`src/rtl/des_perm_pipe.sv`:
```
// DES initial/final permutation pipeline with valid/ready handshaking and a sideband tag.
// Stage 1 registers the permuted block; later stages only add delay.
module des_perm_pipe #(
  parameter int STAGES = 2,
  parameter int TAG_W  = 4
) (
  input  logic             clk,
  input  logic             rst,
  input  logic             flush,
  input  logic             in_valid,
  output logic             in_ready,
  input  logic             in_mode,
  input  logic [63:0]      in_data,
  input  logic [TAG_W-1:0] in_tag,
  output logic             out_valid,
  input  logic             out_ready,
  output logic [63:0]      out_data,
  output logic [31:0]      l_out,
  output logic [31:0]      r_out,
  output logic [TAG_W-1:0] out_tag,
  output logic             busy
);

  generate
    if (STAGES < 1 || STAGES > 4) begin : g_bad_stages
      $error("des_perm_pipe: STAGES must be in 1..4");
    end
    if (TAG_W < 1 || TAG_W > 16) begin : g_bad_tag_w
      $error("des_perm_pipe: TAG_W must be in 1..16");
    end
  endgenerate

  function automatic logic [63:0] ip_perm(input logic [63:0] d);
    logic [63:0] r;
    r = '0;
    for (int j = 0; j < 4; j++) begin
      for (int k = 0; k < 8; k++) begin
        r[8*j+k]    = d[57+2*j-8*k];
        r[32+8*j+k] = d[56+2*j-8*k];
      end
    end
    return r;
  endfunction

  // Inverse mapping: scatter each IP output bit back to the input position it came from.
  function automatic logic [63:0] fp_perm(input logic [63:0] d);
    logic [63:0] r;
    r = '0;
    for (int j = 0; j < 4; j++) begin
      for (int k = 0; k < 8; k++) begin
        r[57+2*j-8*k] = d[8*j+k];
        r[56+2*j-8*k] = d[32+8*j+k];
      end
    end
    return r;
  endfunction

  logic [STAGES-1:0] vld;
  logic [63:0]       data [STAGES];
  logic [TAG_W-1:0]  tag  [STAGES];

  logic [STAGES-1:0] load;
  logic              load_acc;
  logic [STAGES-1:0] src_vld;
  logic [63:0]       src_data [STAGES];
  logic [TAG_W-1:0]  src_tag  [STAGES];
  logic [63:0]       perm;
  logic              accept;

  assign perm = in_mode ? fp_perm(in_data) : ip_perm(in_data);

  // A stage may load when it, or any stage downstream of it, has room once the output drains.
  always_comb begin
    load_acc = out_ready;
    load     = '0;
    for (int i = STAGES - 1; i >= 0; i--) begin
      load_acc = load_acc | ~vld[i];
      load[i]  = load_acc;
    end
  end

  assign in_ready = load[0] & ~flush & ~rst;
  assign accept   = in_valid & in_ready;

  always_comb begin
    src_vld     = '0;
    src_vld[0]  = accept;
    src_data[0] = perm;
    src_tag[0]  = in_tag;
    for (int i = 1; i < STAGES; i++) begin
      src_vld[i]  = vld[i-1];
      src_data[i] = data[i-1];
      src_tag[i]  = tag[i-1];
    end
  end

  always_ff @(posedge clk or posedge rst) begin
    if (rst) begin
      vld <= '0;
      for (int i = 0; i < STAGES; i++) begin
        data[i] <= '0;
        tag[i]  <= '0;
      end
    end else begin
      for (int i = 0; i < STAGES; i++) begin
        if (load[i]) begin
          vld[i]  <= src_vld[i];
          data[i] <= src_data[i];
          tag[i]  <= src_tag[i];
        end
      end
      if (flush) begin
        vld <= '0;
      end
    end
  end

  assign out_valid = vld[STAGES-1];
  assign out_data  = data[STAGES-1];
  assign out_tag   = tag[STAGES-1];
  assign l_out     = out_data[63:32];
  assign r_out     = out_data[31:0];
  assign busy      = |vld;

endmodule

```
`config.mk`:
```
export PLATFORM = sky130hd
export DESIGN_NAME = des_perm_pipe
export DESIGN_NICKNAME = d
export VERILOG_FILES = /design/src/rtl/des_perm_pipe.sv
export SDC_FILE = /design/constraint.sdc
export NUM_CORES = 1
export LEC_CHECK = 0
export BUFFER_PORTS_ARGS = -buffer_cell sky130_fd_sc_hd__buf_2
export CAP_MARGIN = 15
export CELL_PAD_IN_SITES_DETAIL_PLACEMENT = 0
export CELL_PAD_IN_SITES_GLOBAL_PLACEMENT = 1
export CORE_MARGIN = 4
export CORE_UTILIZATION = 47
export CTS_BUF_LIST = sky130_fd_sc_hd__clkbuf_8
export DETAILED_ROUTE_END_ITERATION = 10
export PLACE_DENSITY = 0.88
export SYNTH_ARGS = -nofsm -noshare
export SYNTH_HDL_FRONTEND = slang
export SYNTH_SLANG_ARGS = --single-unit
```
`constraint.sdc`:
```
create_clock -name clk -period 12.4 [get_ports clk]
set_input_delay 0.62 -clock clk [delete_from_list [all_inputs] [get_ports clk]]
set_output_delay 0.62 -clock clk [all_outputs]
set_load 0.05 [all_outputs]
```
==> summary.md, run 1 <==
| Metric | Value |
|---|---|
| Total negative slack | 0 ns |
| Crit Path Class | reg2out |
| P_int | 0.000862 W |
| Flops & latches, synth | 138 |
| H-Tree Depth | 4 |
| Number of gates resized after cts | 0 |
| Initial DRC count | 156 |
| Slew Limit Fails | 0 |
| Fin. Hold Viols | 0 |
| Most frequent cells in the layout | buf_2 (207), mux2_4 (140), dfrtp_1 (138), mux2_2 (48), clkbuf_8 (20) |
| Worst setup SP type | register |
| FP Rows | 45 |
| Starting Density | 48.7% |
| Total global routing overflow | 0 |
| TritonCTS Buffers | 17 |
| Synth top area cells | dfrtp_1 (46%), mux2_4 (28%), buf_4 (13%) |
| Vias in the first global route | 4029 |
| Reg2reg path depth | 3 |
| Reg clk slew, reported paths | 0.08 ns |
| CP max FO | 38 |
| Final #Nets | 649 |
| Worst path max stage delay | between 0.6 and 0.7 ns |
| Largest net degree at the start of global routing | 75 |
| Setup bufs post-CTS | 0 |
| Layout fillers | 1295 |
| Critical Path End Type | output port |
| Vias | roughly 3800 |
| Fmax achieved | approximately 0.3 GHz |
| Setup slack, reg-to-reg | 10.22 ns |
| Die Ht | 134 µm |
| Max-slew headroom | between 20% and 30% |
| Unrepaired setup endpoints after global routing | false |
| Die Wd | 134 µm |
| Worst-margin pin slew | 1.11 ns |
| Post-DRT Antenna Nets | 0 |
| Slowest-stage cell, CP | buf_4 |
| Drt total wl | ~13 mm |
| Switching Fraction | 31.3% |
| Dominant cell type by area after synthesis | dfrtp_1 |
| Sequential cell area fraction in the yosys report | 46.2% |
| Layout Utilization | 52.7% |
| CTS tree | done |
| Critical path launch point | vld[1]$_DFFE_PP0P_ |
| Yosys top cell area share | 46.2% |
| Clk pwr share | 35.5% |
| Skew-Pair Late Insertion Delay | 0.43 ns |
| Worst Skew | 0.00879 ns |
| Core area | roughly 15000 µm² |
| Most common cell after layout, fill and taps aside | buf_2 |
| Post-CTS Hold Buffers | 0 |
| Max_cap viols | 0 |
| Yosys cell types | 15 |
| Avg Inst Size Synth | roughly 15 µm² |
| Critical Path RT | ~12 ns |
| Die Area | 18000 µm² |
| Port bufs | 208 |
| Cell Chain, Critical Path | nand3b_4 -> buf_4 -> nor3b_1 -> buf_2 |
| Clock tree buffer depth | 2 |
| RR Startpoint | vld[1]$_DFFE_PP0P_ |
| Psw | 0.000392 W |
| Leak | 4.20 nW |
| Comb pwr share | 23.6% |
| GRT Total Usage | 15.1% |
| CP arrival | 2.67 ns |
| Initial antenna violation count | 0 |
| Mapped cell area | 7480 µm² |
| Power Dens Cells | 155 nW/µm² |
| Post-route DRC violation count | 0 |
| IO Count | 209 |
| Syn_nets | ~570 |
| Reg power frac | about two fifths |
| DP HPWL | 9.37 mm |
| Layout cells sized above 1 | approximately three quarters |
| VDD IR max | 0.0000812 V |
| Post-Synthesis Cells | between 400 and 500 |
| Area Overhead vs Synth | 8.25% |
| Final total power | 0.00125 W |
| Status | finished clean |
| Placer congestion estimate | 0.744 |
| Diodes inserted | 0 |
| Vias per inst | ~4.7 |
| Yosys warns | 0 |
| First-pass GRT wire length | 21.3 mm |
| Fin crit share | between 20% and 30% |
| First-pass detailed-route iteration total | 4 |
| Hold crit path type | in2async |
| CTS Sinks | 138 |
| Final setup vio count | 0 |
| Minimum clock period | 3.29 ns |
| Wire per inst | 16.8 µm |
| Root buffer cell | clkbuf_8 |
-- cell families after synthesis --
| family | synth area share (%) |
|---|---|
| muxes | 36.5 |
| buffers and inverters | 16.4 |
| and+or+nand+nor | 0.720 |
| AOI/OAI and AO/OA | 0.134 |
| DFF | 46.2 |
-- final timing paths --
kind,to
worst max-delay path,in_ready
worst min-delay path,out_data[47]$_DFFE_PP0P_
worst max register to register,src_tag[2]$_DFFE_PP0P_
worst min register to register,data[109]$_DFFE_PP0P_
max in group asynchronous,data[104]$_DFFE_PP0P_
min in group clk,vld[0]$_DFFE_PP0P_
-- power by group through the flow --
stage	logic [W]	registers, W	clock network, W
global route	0.000309	0.000519	0.000478
detailed placement	0.000298	0.000522	0
global placement	0.000295	0.000520	0
finish	0.000296	0.000513	0.000446
floorplan	0.000290	0.000517	0
CTS	0.000299	0.000514	0.000460
-- registers in the layout, summed over array words and instances (netlist names) --
| signal | cells |
|---|---|
| out_data | 64 |
| data | 64 |
| src_tag | 4 |
| out_tag | 4 |
| vld | 2 |
-- routing by layer --
metal	up-vias	global-route usage, %	wire (µm)	part of all wire, %
met4	0	5.77	143	1.1
met5	-	0	0	0
li1	1728	-	-	-
met2	114	25.0	6690	50
met1	1912	19.1	5850	44
met3	11	3.90	720	5.4
-- synth_stat cells, drive strengths merged --
cell type and instances:
a21oi 2, and2b 1, buf 150, dfrtp 138, inv 2, mux2 196, nand2b 2, nand3b 1
nor3b 1, or2 1
-- worst max-delay path, delay by kind of cell (launching register included) --
family,cells,cell delay [ns]
buffers and inverters,2,0.98
flip-flops,1,0.44
AND/OR/NAND/NOR,2,0.80
-- cell type report --
class,instances,area [µm²],share of cell area (%)
clock buffer,20,275,3.40
clock inverter,12,219,2.70
inverter,2,12.5,0.155
multi-input combinational,204,2800,34.6
sequential,138,3450,42.7
tap,211,264,3.26
timing repair buffer,212,1070,13.3
-- metrics by stage --
| step | setup WS, ns | instance area (µm²) | std cells | hold slack (ns) |
|---|---|---|---|---|
| 2_1_floorplan | 8.08 | 7480 | 494 | 0.452 |
| 3_3_place_gp | 9.28 | 7600 | 767 | 0.462 |
| 3_5_place_dp | 9.22 | 7600 | 767 | 0.474 |
| 4_1_cts | 9.01 | 8100 | 799 | 0.265 |
| 5_1_grt | 8.91 | 8100 | 799 | 0.279 |
| 6_report | 9.11 | 8100 | 799 | 0.275 |
No activity file was read; power rests on OpenSTA's default activity.
==> inputs of run 2 (changes only) <==
- CORE_UTILIZATION: 47 -> 44
- PLACE_DENSITY: 0.88 -> 0.84
- clock period: 12.4 -> 3.4 ns (I/O delays scaled with it)
==> run 2 against run 1 <==
  * Sequential share of layout area decreased by 0.49 points
  * Combinational power rose to 3.7 times the previous value
  * Die area grew 6.4%
  * Critical endpoint unchanged
  * Highest routed layer unchanged
  * Wire length grew 3.5%
  * Clock skew increased by 0.0041 ns
  * Sequential power rose to 3.6 times the previous value
  * Worst hold slack worse by 0.18 ns
  * Largest cell class unchanged
  * Cell area grew 1.2%
==> summary.md, run 2 (synthesized netlist as in run 1, its figures left out) <==
| Metric | Value |
|---|---|
| Status | finished clean |
| Comb pwr share | around 25% |
| Storage cell area | 3450 µm² |
| CTS Sinks | 138 |
| Wire per inst | about 17 µm |
| TritonCTS Buffers | 17 |
| Vias | 3790 |
| Critical Path RT | between 3 and 4 ns |
| DP HPWL | about 10 mm |
| Placer congestion estimate | 0.793 |
| Worst path max stage delay | 0.57 ns |
| Worst setup SP type | register |
| Reg power frac | 43.0% |
| Core area | between 15000 and 20000 µm² |
| Post-route DRC violation count | 0 |
| Slew Limit Fails | 0 |
| Most common cell after layout, fill and taps aside | buf_2 |
| RR Startpoint | vld[1]$_DFFE_PP0P_ |
| Post-DRT Antenna Nets | 0 |
| VDD IR max | 0.000238 V |
| Unrepaired setup endpoints after global routing | false |
| Crit Reg-Reg Endpoint | data[82]$_DFFE_PP0P_ |
| Skew-Pair Late Insertion Delay | 0.45 ns |
| CTS tree | done |
| Leak | 4.24 nW |
| Max-slew headroom | 25.7% |
| Fin. Hold Viols | 0 |
| Switching Fraction | 32.6% |
| Largest delay share family, worst path | simple AND/OR/NAND/NOR gates |
| Clk pwr share | 31.9% |
| Initial DRC count | 124 |
| Critical Path End Type | output port |
| Starting Density | 44.9% |
| Vias in the first global route | 4155 |
| Cell Chain, Critical Path | nand3b_4 -> nor3b_1 -> buf_2 |
| Worst-margin pin slew | 1.11 ns |
| Crit path buffers/inverters | 1 |
| P_int | around 0.003 W |
| Minimum clock period | 2.22 ns |
| Die Wd | ~140 µm |
| Worst Skew | ~0.013 ns |
| Layout fillers | 1411 |
| Worst hold slack | 0.0909 ns |
| GRT Total Usage | 14.8% |
| First-pass GRT wire length | 22.5 mm |
| FP Rows | 47 |
| Fmax achieved | around 0.45 GHz |
| Crit Path Class | reg2out |
| Reg2reg path depth | 3 |
| Initial antenna violation count | 0 |
| Worst Hold End | data[110]$_DFFE_PP0P_ |
| Psw | 0.00142 W |
| Clock tree buffer depth | 2 |
| Area Overhead vs Synth | 9.50% |
| Fin crit share | 65.3% |
| Total global routing overflow | 0 |
| Die Area | ~19000 µm² |
| CP arrival | 2.05 ns |
| CP max FO | 37 |
| Port bufs | 208 |
| Hold crit path type | in2reg |
| Most frequent cells in the layout | buf_2 (207), mux2_4 (140), dfrtp_1 (138), mux2_2 (48), clkbuf_8 (21) |
| Total negative slack | 0 ns |
| Reg clk slew, reported paths | 0.08 ns |
| Max_cap viols | 0 |
| IO Count | between 200 and 250 |
| Hold Crit Depth | 3 |
| Largest net degree at the start of global routing | between 70 and 80 |
| Die Ht | 138 µm |
| Worst Hold Launch | in_data[10] |
| First-pass detailed-route iteration total | 4 |
| Final setup vio count | 0 |
| Layout cells sized above 1 | between 70% and 80% |
| Multi-input logic area | 2800 µm² |
| Slowest-stage cell, CP | nand3b_4 |
| H-Tree Depth | 4 |
| Diodes inserted | 0 |
| Vias per inst | between 4 and 5 |
| Root buffer cell | clkbuf_8 |
| Setup slack, reg-to-reg | about 1.4 ns |
| Power Dens Cells | 533 nW/µm² |
| Final #Nets | 662 |
| Drt total wl | 13.9 mm |
-- run 2: cell count changes in the layout (fill, tap and decap cells not counted) --
cell and delta:
inv_1 +1, clkinv_2 +4, clkinvlp_4 +1, bufinv_16 -3
buf_12 +3, dlygate4sd3_1 +11, inv_6 -2, buf_4 -1
clkbuf_8 +1, clkinv_4 -2
-- run 2: cell type report --
| cell class | count | area share (%) |
|---|---|---|
| sequential | 138 | 42.2 |
| multi-input combinational | 204 | 34.2 |
| timing repair buffer | 225 | 15.1 |
| clock buffer | 21 | 3.53 |
| tap | 220 | 3.36 |
| clock inverter | 11 | 1.54 |
| inverter | 2 | 0.138 |
-- run 2: worst max path at each step --
| stage | start | cells after the start | slack [ns] | endpoint |
|---|---|---|---|---|
| after detailed placement | vld[1]$_DFFE_PP0P_ | 3 | 1.41 | data[82]$_DFFE_PP0P_ |
| after global placement | vld[1]$_DFFE_PP0P_ | 3 | 1.46 | data[82]$_DFFE_PP0P_ |
| after CTS | vld[1]$_DFFE_PP0P_ | 3 | 1.07 | in_ready |
| after global routing | vld[1]$_DFFE_PP0P_ | 3 | 1.0 | in_ready |
| after floorplan | vld[1]$_DFFE_PP0P_ | 3 | 0.99 | in_ready |
| final | vld[1]$_DFFE_PP0P_ | 3 | 1.18 | in_ready |
-- run 2: metal layers --
layer | wire length (µm) | share of wire, % | up-vias | track usage (%)
li1 | - | - | 1744 | -
met1 | 6040 | 44 | 1907 | 18.5
met2 | 6850 | 49 | 119 | 24.1
met3 | 695 | 5.0 | 20 | 4.63
met4 | 294 | 2.1 | 0 | 5.82
met5 | 0 | 0 | - | 0
-- run 2: power by group through the flow --
stage	clock network, W	registers [W]	logic (W)
floorplan	0	0.00188	0.00106
global placement	0	0.00190	0.00108
detailed placement	0	0.00191	0.00109
CTS	0.00143	0.00188	0.00111
global route	0.00150	0.00190	0.00114
finish	0.00139	0.00187	0.00110
-- run 2: what timing repair did --
| action | in CTS | in global routing |
|---|---|---|
| resized for setup | 0 | 0 |
| buffers inserted | 0 | 0 |
| hold endpoints to repair | 56 | 0 |
| hold buffers | 11 | 0 |
-- run 2: worst reg2reg max path, cell delays in order (launching register included) --
cell and delay, ns:
dfrtp_1 0.44, nand3b_4 0.57, buf_12 0.50, mux2_1 0.34
-- run 2: metrics by stage --
stage	std cells	setup slack (ns)	power [W]	area (µm²)	util [%]
global placement	777	1.46	0.00298	7640	45.9
global route	821	0.998	0.00454	8190	49.2
finish	821	1.18	0.00436	8190	49.2
detailed placement	777	1.41	0.00300	7640	45.9
CTS	820	1.07	0.00441	8170	49.1
floorplan	494	0.989	0.00294	7480	-
